==> src/rtl/slave_in_port.sv <==
// Slave-side serial receive stage: deserialises address, burst length and write data,
// then issues one memory-core request per word with a core_ready handshake.
module slave_in_port #(
  parameter int SLAVE_ADDR_SIZE = 12,
  parameter int WORD_SIZE       = 8,
  parameter int BURST_SIZE      = 15
) (
  input  logic                       clk,
  input  logic                       rst_n,
  input  logic                       sel,
  input  logic                       rd_mode,
  input  logic                       burst_mode,
  input  logic                       addr_bit,
  input  logic                       addr_valid,
  input  logic                       burst_bit,
  input  logic                       burst_valid,
  input  logic                       wdata_bit,
  input  logic                       wdata_valid,
  input  logic                       core_ready,
  output logic                       s_ready,
  output logic [SLAVE_ADDR_SIZE-1:0] mem_addr,
  output logic [WORD_SIZE-1:0]       mem_wdata,
  output logic                       mem_wr,
  output logic                       mem_rd,
  output logic [BURST_SIZE-1:0]      burst_len,
  output logic                       rx_done,
  output logic                       rx_err
);

  localparam int CNT_W = $clog2(SLAVE_ADDR_SIZE + BURST_SIZE + WORD_SIZE);

  typedef enum logic [2:0] {
    IDLE, ADDR_RX, BURST_RX, DATA_RX, WR_OUT, READ_REQ, DONE
  } state_t;

  state_t                     state_q,     state_d;
  logic [CNT_W-1:0]           bit_cnt_q,   bit_cnt_d;
  logic [SLAVE_ADDR_SIZE-1:0] addr_sh_q,   addr_sh_d;
  logic [BURST_SIZE-1:0]      burst_sh_q,  burst_sh_d;
  logic [WORD_SIZE-1:0]       wdata_sh_q,  wdata_sh_d;
  logic [BURST_SIZE-1:0]      word_cnt_q,  word_cnt_d;
  logic                       rd_mode_q,   rd_mode_d;
  logic [SLAVE_ADDR_SIZE-1:0] mem_addr_q,  mem_addr_d;
  logic [WORD_SIZE-1:0]       mem_wdata_q, mem_wdata_d;
  logic [BURST_SIZE-1:0]      burst_len_q, burst_len_d;
  logic                       mem_wr_q,    mem_wr_d;
  logic                       mem_rd_q,    mem_rd_d;
  logic                       rx_done_q,   rx_done_d;
  logic                       rx_err_q,    rx_err_d;
  logic                       s_ready_q,   s_ready_d;

  // Shift right so the LSB-first stream ends up in natural bit order
  logic [SLAVE_ADDR_SIZE-1:0] addr_word;
  logic [BURST_SIZE-1:0]      burst_word;
  logic [WORD_SIZE-1:0]       data_word;
  logic                       last_word;
  logic                       abort;

  assign addr_word  = {addr_bit,  addr_sh_q[SLAVE_ADDR_SIZE-1:1]};
  assign burst_word = {burst_bit, burst_sh_q[BURST_SIZE-1:1]};
  assign data_word  = {wdata_bit, wdata_sh_q[WORD_SIZE-1:1]};
  assign last_word  = (word_cnt_q == burst_len_q - BURST_SIZE'(1));

  always_comb begin
    state_d     = state_q;
    bit_cnt_d   = bit_cnt_q;
    addr_sh_d   = addr_sh_q;
    burst_sh_d  = burst_sh_q;
    wdata_sh_d  = wdata_sh_q;
    word_cnt_d  = word_cnt_q;
    rd_mode_d   = rd_mode_q;
    mem_addr_d  = mem_addr_q;
    mem_wdata_d = mem_wdata_q;
    burst_len_d = burst_len_q;
    mem_wr_d    = mem_wr_q;
    mem_rd_d    = mem_rd_q;
    rx_err_d    = 1'b0;
    abort       = 1'b0;

    case (state_q)
      IDLE: begin
        if (sel && addr_valid) begin
          addr_sh_d = addr_word;
          bit_cnt_d = CNT_W'(1);
          state_d   = ADDR_RX;
        end
      end
      ADDR_RX: begin
        if (!sel) begin
          abort = 1'b1;
        end else if (addr_valid) begin
          addr_sh_d = addr_word;
          bit_cnt_d = bit_cnt_q + CNT_W'(1);
          if (bit_cnt_q == CNT_W'(SLAVE_ADDR_SIZE - 1)) begin
            mem_addr_d = addr_word;
            rd_mode_d  = rd_mode;
            bit_cnt_d  = '0;
            word_cnt_d = '0;
            if (burst_mode) begin
              state_d = BURST_RX;
            end else begin
              burst_len_d = BURST_SIZE'(1);
              state_d     = rd_mode ? READ_REQ : DATA_RX;
              mem_rd_d    = rd_mode;
            end
          end
        end
      end
      BURST_RX: begin
        if (!sel) begin
          abort = 1'b1;
        end else if (burst_valid) begin
          burst_sh_d = burst_word;
          bit_cnt_d  = bit_cnt_q + CNT_W'(1);
          if (bit_cnt_q == CNT_W'(BURST_SIZE - 1)) begin
            // A zero length still moves one word
            burst_len_d = (burst_word == '0) ? BURST_SIZE'(1) : burst_word;
            bit_cnt_d   = '0;
            state_d     = rd_mode_q ? READ_REQ : DATA_RX;
            mem_rd_d    = rd_mode_q;
          end
        end
      end
      DATA_RX: begin
        if (!sel) begin
          abort = 1'b1;
        end else if (wdata_valid) begin
          wdata_sh_d = data_word;
          bit_cnt_d  = bit_cnt_q + CNT_W'(1);
          if (bit_cnt_q == CNT_W'(WORD_SIZE - 1)) begin
            mem_wdata_d = data_word;
            mem_wr_d    = 1'b1;
            bit_cnt_d   = '0;
            state_d     = WR_OUT;
          end
        end
      end
      WR_OUT: begin
        if (core_ready) begin
          mem_wr_d   = 1'b0;
          mem_addr_d = mem_addr_q + SLAVE_ADDR_SIZE'(1);
          word_cnt_d = word_cnt_q + BURST_SIZE'(1);
          state_d    = last_word ? DONE : DATA_RX;
        end
        abort = !sel;
      end
      READ_REQ: begin
        if (core_ready) begin
          mem_addr_d = mem_addr_q + SLAVE_ADDR_SIZE'(1);
          word_cnt_d = word_cnt_q + BURST_SIZE'(1);
          if (last_word) begin
            mem_rd_d = 1'b0;
            state_d  = DONE;
          end
        end
        abort = !sel;
      end
      DONE:    state_d = IDLE;
      default: state_d = IDLE;
    endcase

    // A handshake on the abort cycle has already been accounted for above
    if (abort) begin
      state_d   = IDLE;
      mem_wr_d  = 1'b0;
      mem_rd_d  = 1'b0;
      bit_cnt_d = '0;
      rx_err_d  = 1'b1;
    end

    rx_done_d = (state_d == DONE);
    s_ready_d = core_ready && (state_d inside {IDLE, ADDR_RX, BURST_RX, DATA_RX});
  end

  always_ff @(posedge clk or negedge rst_n) begin
    if (!rst_n) begin
      state_q     <= IDLE;
      bit_cnt_q   <= '0;
      addr_sh_q   <= '0;
      burst_sh_q  <= '0;
      wdata_sh_q  <= '0;
      word_cnt_q  <= '0;
      rd_mode_q   <= 1'b0;
      mem_addr_q  <= '0;
      mem_wdata_q <= '0;
      burst_len_q <= '0;
      mem_wr_q    <= 1'b0;
      mem_rd_q    <= 1'b0;
      rx_done_q   <= 1'b0;
      rx_err_q    <= 1'b0;
      s_ready_q   <= 1'b0;
    end else begin
      state_q     <= state_d;
      bit_cnt_q   <= bit_cnt_d;
      addr_sh_q   <= addr_sh_d;
      burst_sh_q  <= burst_sh_d;
      wdata_sh_q  <= wdata_sh_d;
      word_cnt_q  <= word_cnt_d;
      rd_mode_q   <= rd_mode_d;
      mem_addr_q  <= mem_addr_d;
      mem_wdata_q <= mem_wdata_d;
      burst_len_q <= burst_len_d;
      mem_wr_q    <= mem_wr_d;
      mem_rd_q    <= mem_rd_d;
      rx_done_q   <= rx_done_d;
      rx_err_q    <= rx_err_d;
      s_ready_q   <= s_ready_d;
    end
  end

  assign s_ready   = s_ready_q;
  assign mem_addr  = mem_addr_q;
  assign mem_wdata = mem_wdata_q;
  assign mem_wr    = mem_wr_q;
  assign mem_rd    = mem_rd_q;
  assign burst_len = burst_len_q;
  assign rx_done   = rx_done_q;
  assign rx_err    = rx_err_q;

endmodule

==> config.mk <==
export PLATFORM = sky130hd
export DESIGN_NAME = slave_in_port
export DESIGN_NICKNAME = d
export VERILOG_FILES = /design/src/rtl/slave_in_port.sv
export SDC_FILE = /design/constraint.sdc
export NUM_CORES = 1
export LEC_CHECK = 0
export ABC_AREA = 1
export BUFFER_PORTS_ARGS = -buffer_cell sky130_fd_sc_hd__buf_4
export CORE_AREA = 2 2 116 174
export CTS_CLUSTER_DIAMETER = 60
export DETAILED_ROUTE_END_ITERATION = 10
export DIE_AREA = 0 0 118 176
export PLACE_DENSITY = 0.5
export SYNTH_ARGS = -nofsm -noshare
export SYNTH_HDL_FRONTEND = slang
export SYNTH_SLANG_ARGS = --single-unit
==> constraint.sdc <==
create_clock -name clk -period 3.35 [get_ports clk]
set_input_delay 0.335 -clock clk [delete_from_list [all_inputs] [get_ports clk]]
set_output_delay 0.335 -clock clk [all_outputs]
set_load 0.03 [all_outputs]
==> metrics.md <==
| Metric | Value |
|---|---|
| Worst Tran Pin Value | 1150 ps |
| Routed len/inst | 14.6 um |
| Relative slew slack | 0.232 |
| Synth top area share | 0.444 |
| Gr usage total | 0.148 |
| GRT overflow | 0 |
| Power share of the combinational group | 0.212 |
| Fin area | about 6400 um2 |
| Flops & latches, synth | 97 |
| Clock root cell | clkbuf_16 |
| Main synth FF type | dfrtp_1 |
| Worst-path clk slew | roughly 70 ps |
| Synth Area per Inst | 7.58 um2 |
| RSZ-0062 raised after global routing | false |
| Total setup buffers inserted after CTS | 0 |
| First-pass GRT wire length | 24400 um |
| CP dominant cell by count | inv_2 |
| Drt pass-1 iters | 4 |
| Top-count cell post-synth | nand2_1 |
| Reg2Reg Depth | 8 |
| Top cell family by delay on the critical path | compound AO/OA/AOI/OAI gates |
| Initial Util | 0.285 |
| Status | finished, final reports clean |
| TritonCTS clock tree | built |
| Multi-input gate area | 2590 um2 |
| Setup TNS | 0 ps |
| Top achievable clock speed | 0.406 GHz |
| Post-Syn Area | about 5500 um2 |
| Post-cts resize count | 0 |
| Post-Route WL | 15000 um |
| IO Count | 52 |
| Clock Power Share | 0.324 |
| Pins Over Slew Limit | 0 |
| DR iter-0 viols | 240 |
| Syn nets | 739 |
| Power Dens Cells | 474 nW/um2 |
| Diode count | 0 |
| CP peak stage delay | roughly 630 ps |
| Asr flop ratio synth | 1.00 |
| Crit-path cells | inv_2 > nand2_2 > nor2_4 > inv_2 > o21ai_0 > o2111ai_2 > nor3_1 > a21oi_1 |
| Nets | 788 |
| Hold crit path type | in -> async |
| Pleak | approximately 3.1 nW |
| Die width | 118 um |
| Via density | around 4.6 |
| # Max-Cap Violations | 0 |
| Total number of vias | 4785 |
| Share of layout cells above drive strength 1 | 0.139 |
| CP Data Required Time | 3540 ps |
| Placer Congestion | roughly 0.86 |
| Final min period | 2460 ps |
| Buffers from clock root to sink, at most | 2 |
| Num Clock Sinks | 97 |
| Worst vdd ir | 0.226 mV |
| Synth-to-layout area growth | 17.2% |
| Worst Setup Start Kind | flop |
| Fin. Hold Viols | 0 |
| Worst-path maximum fanout | 30 |
| CORE AREA | between 15000 and 20000 um2 |
| FF/Latch Area | 2430 um2 |
| Netlist cell types | 43 |
| CP Data Arrival Time | approximately 2700 ps |
| Vias in the first global route | 4733 |
| Area after DPL | 6140 um2 |
| Clk_lat worst skew | 350 ps |
| CP Depth | 8 |
| CP max stage cell | o2111ai_2 |
| Post-synthesis cell count | between 700 and 800 |
| Sequential share of power | 0.464 |
| Rows | 62 |
| Worst Path Buf+Inv | 2 |
| Htree depth | 3 |
| Sw Pwr | 1.02 mW |
| Initial antenna violation count | 0 |
| Total CTS buffers | 9 |
| Fillers | 2090 |
| Leading cell types by count after synthesis | 186 x nand2_1, 97 x dfrtp_1, 93 x inv_1, 63 x o21ai_0, 58 x nor2_1 |
| Crit path kind | reg -> reg |
| Switching Fraction | 0.337 |
| Largest net degree at the start of global routing | 71 |
| Port buffer count | 51 |
| Largest area contributor in the netlist | dfrtp_1 |
| Syn. warnings | 0 |
| Post-DP HPWL | 11400 um |
| Main area contributors after synthesis | dfrtp_1 44%, nand2_1 13%, inv_1 6.4% |
| Die Ht | 176 um |
| Pint | 2.01 mW |
| Antenna Nets Post-Route | 0 |
| Hold buffers post-CTS | 0 |
| Final period util | 0.735 |
| # setup viols final | 0 |
| Clock Skews | around 12 ps |
| Post-synth EDFFs | 0 |
| Seq/Total Area, Yosys | 0.444 |
| Die ar. | 20800 um2 |
| DRC | 0 |
| CP endpoint kind | flop |
==> area by class of cell <==
class / count / area share
inverter: 102 / 0.0601
clock buffer: 10 / 0.0357
tap: 256 / 0.0500
sequential: 97 / 0.379
timing repair buffer: 55 / 0.0644
multi-input combinational: 506 / 0.405
clock inverter: 6 / 0.00664
==> worst reg2reg max path: stages, from the launching register on <==
cell       delay [ps]
dfrtp_1           460
inv_2             130
nand2_2            90
nor2_4            160
inv_2             180
o21ai_0           240
o2111ai_2         630
nor3_1            350
a21oi_1            60
==> placed cells by master (no fill, tap or decap), drive strengths merged, types with 10 or more instances in the layout <==
master,instances
a21oi,34
buf,55
clkbuf,10
dfrtp,97
inv,103
nand2,193
nand3,40
nor2,68
nor3,18
o21ai,64
o31ai,18
xor2,17
==> power groups by stage <==
stage | Sequential, mW | Combinational (mW) | Clock [mW]
after floorplan | 1.46 | 0.397 | 0
after global placement | 1.43 | 0.653 | 0
after detailed placement | 1.43 | 0.652 | 0
after CTS | 1.41 | 0.654 | 1.02
after global routing | 1.43 | 0.731 | 1.05
final | 1.41 | 0.644 | 0.984
==> metal layers <==
metal	wire length [um]	up-vias	share of wire	global-route usage
li1	-	2450	-	-
met1	6300	2231	0.42	0.170
met2	7760	83	0.52	0.271
met3	556	21	0.037	0.0281
met4	399	0	0.027	0.0567
met5	0	-	0	0
==> stage by stage <==
step	cells	util	hold WS (ps)	setup slack (ps)	power, mW
2_1_floorplan	722	-	39.4	1340	1.85
3_3_place_gp	1016	0.320	467	989	2.09
3_5_place_dp	1016	0.320	474	919	2.08
4_1_cts	1032	0.335	171	895	3.08
5_1_grt	1032	0.335	210	606	3.21
6_report	1032	0.335	116	888	3.04
==> state kept, by name, indices dropped and copies added, names as in the netlist <==
register    cells
burst_len      15
word_cnt_q     15
burst_sh_q     14
mem_addr       12
addr_sh_q      11
mem_wdata       8
wdata_sh_q      7
bit_cnt_q       6
state_q         3
mem_rd          1
mem_wr          1
rd_mode_q       1
rx_done         1
rx_err          1
s_ready         1
==> kinds of logic (layout without fill, tap and decap cells) <==
family / after synthesis / count (layout) / share of synthesized area
and+or+nand+nor: 342 / 342 / 0.280
AOI/OAI and AO/OA: 134 / 134 / 0.141
buffers and inverters: 119 / 173 / 0.0833
DFF: 97 / 97 / 0.444
xor gates and xnor gates: 22 / 22 / 0.0352
adders and majority gates: 5 / 5 / 0.0114
muxes: 3 / 3 / 0.00618
==> path summary, 6_finish.rpt <==
path                                     startpoint                        to  slack, ps
min in group clk                                sel          rx_err$_DFF_PN0_        200
max in group asynchronous                     rst_n  burst_len[9]$_DFFE_PN0P_       2450
setup / recovery               state_q[2]$_DFF_PN0_  burst_len[0]$_DFFE_PN0P_        890
hold / removal                                rst_n  bit_cnt_q[4]$_DFFE_PN0P_        120
hold reg to reg            addr_sh_q[1]$_DFFE_PN0P_  addr_sh_q[1]$_DFFE_PN0P_        490
setup reg to reg               state_q[2]$_DFF_PN0_  burst_len[0]$_DFFE_PN0P_        890
(Power assumes the default switching activity.)
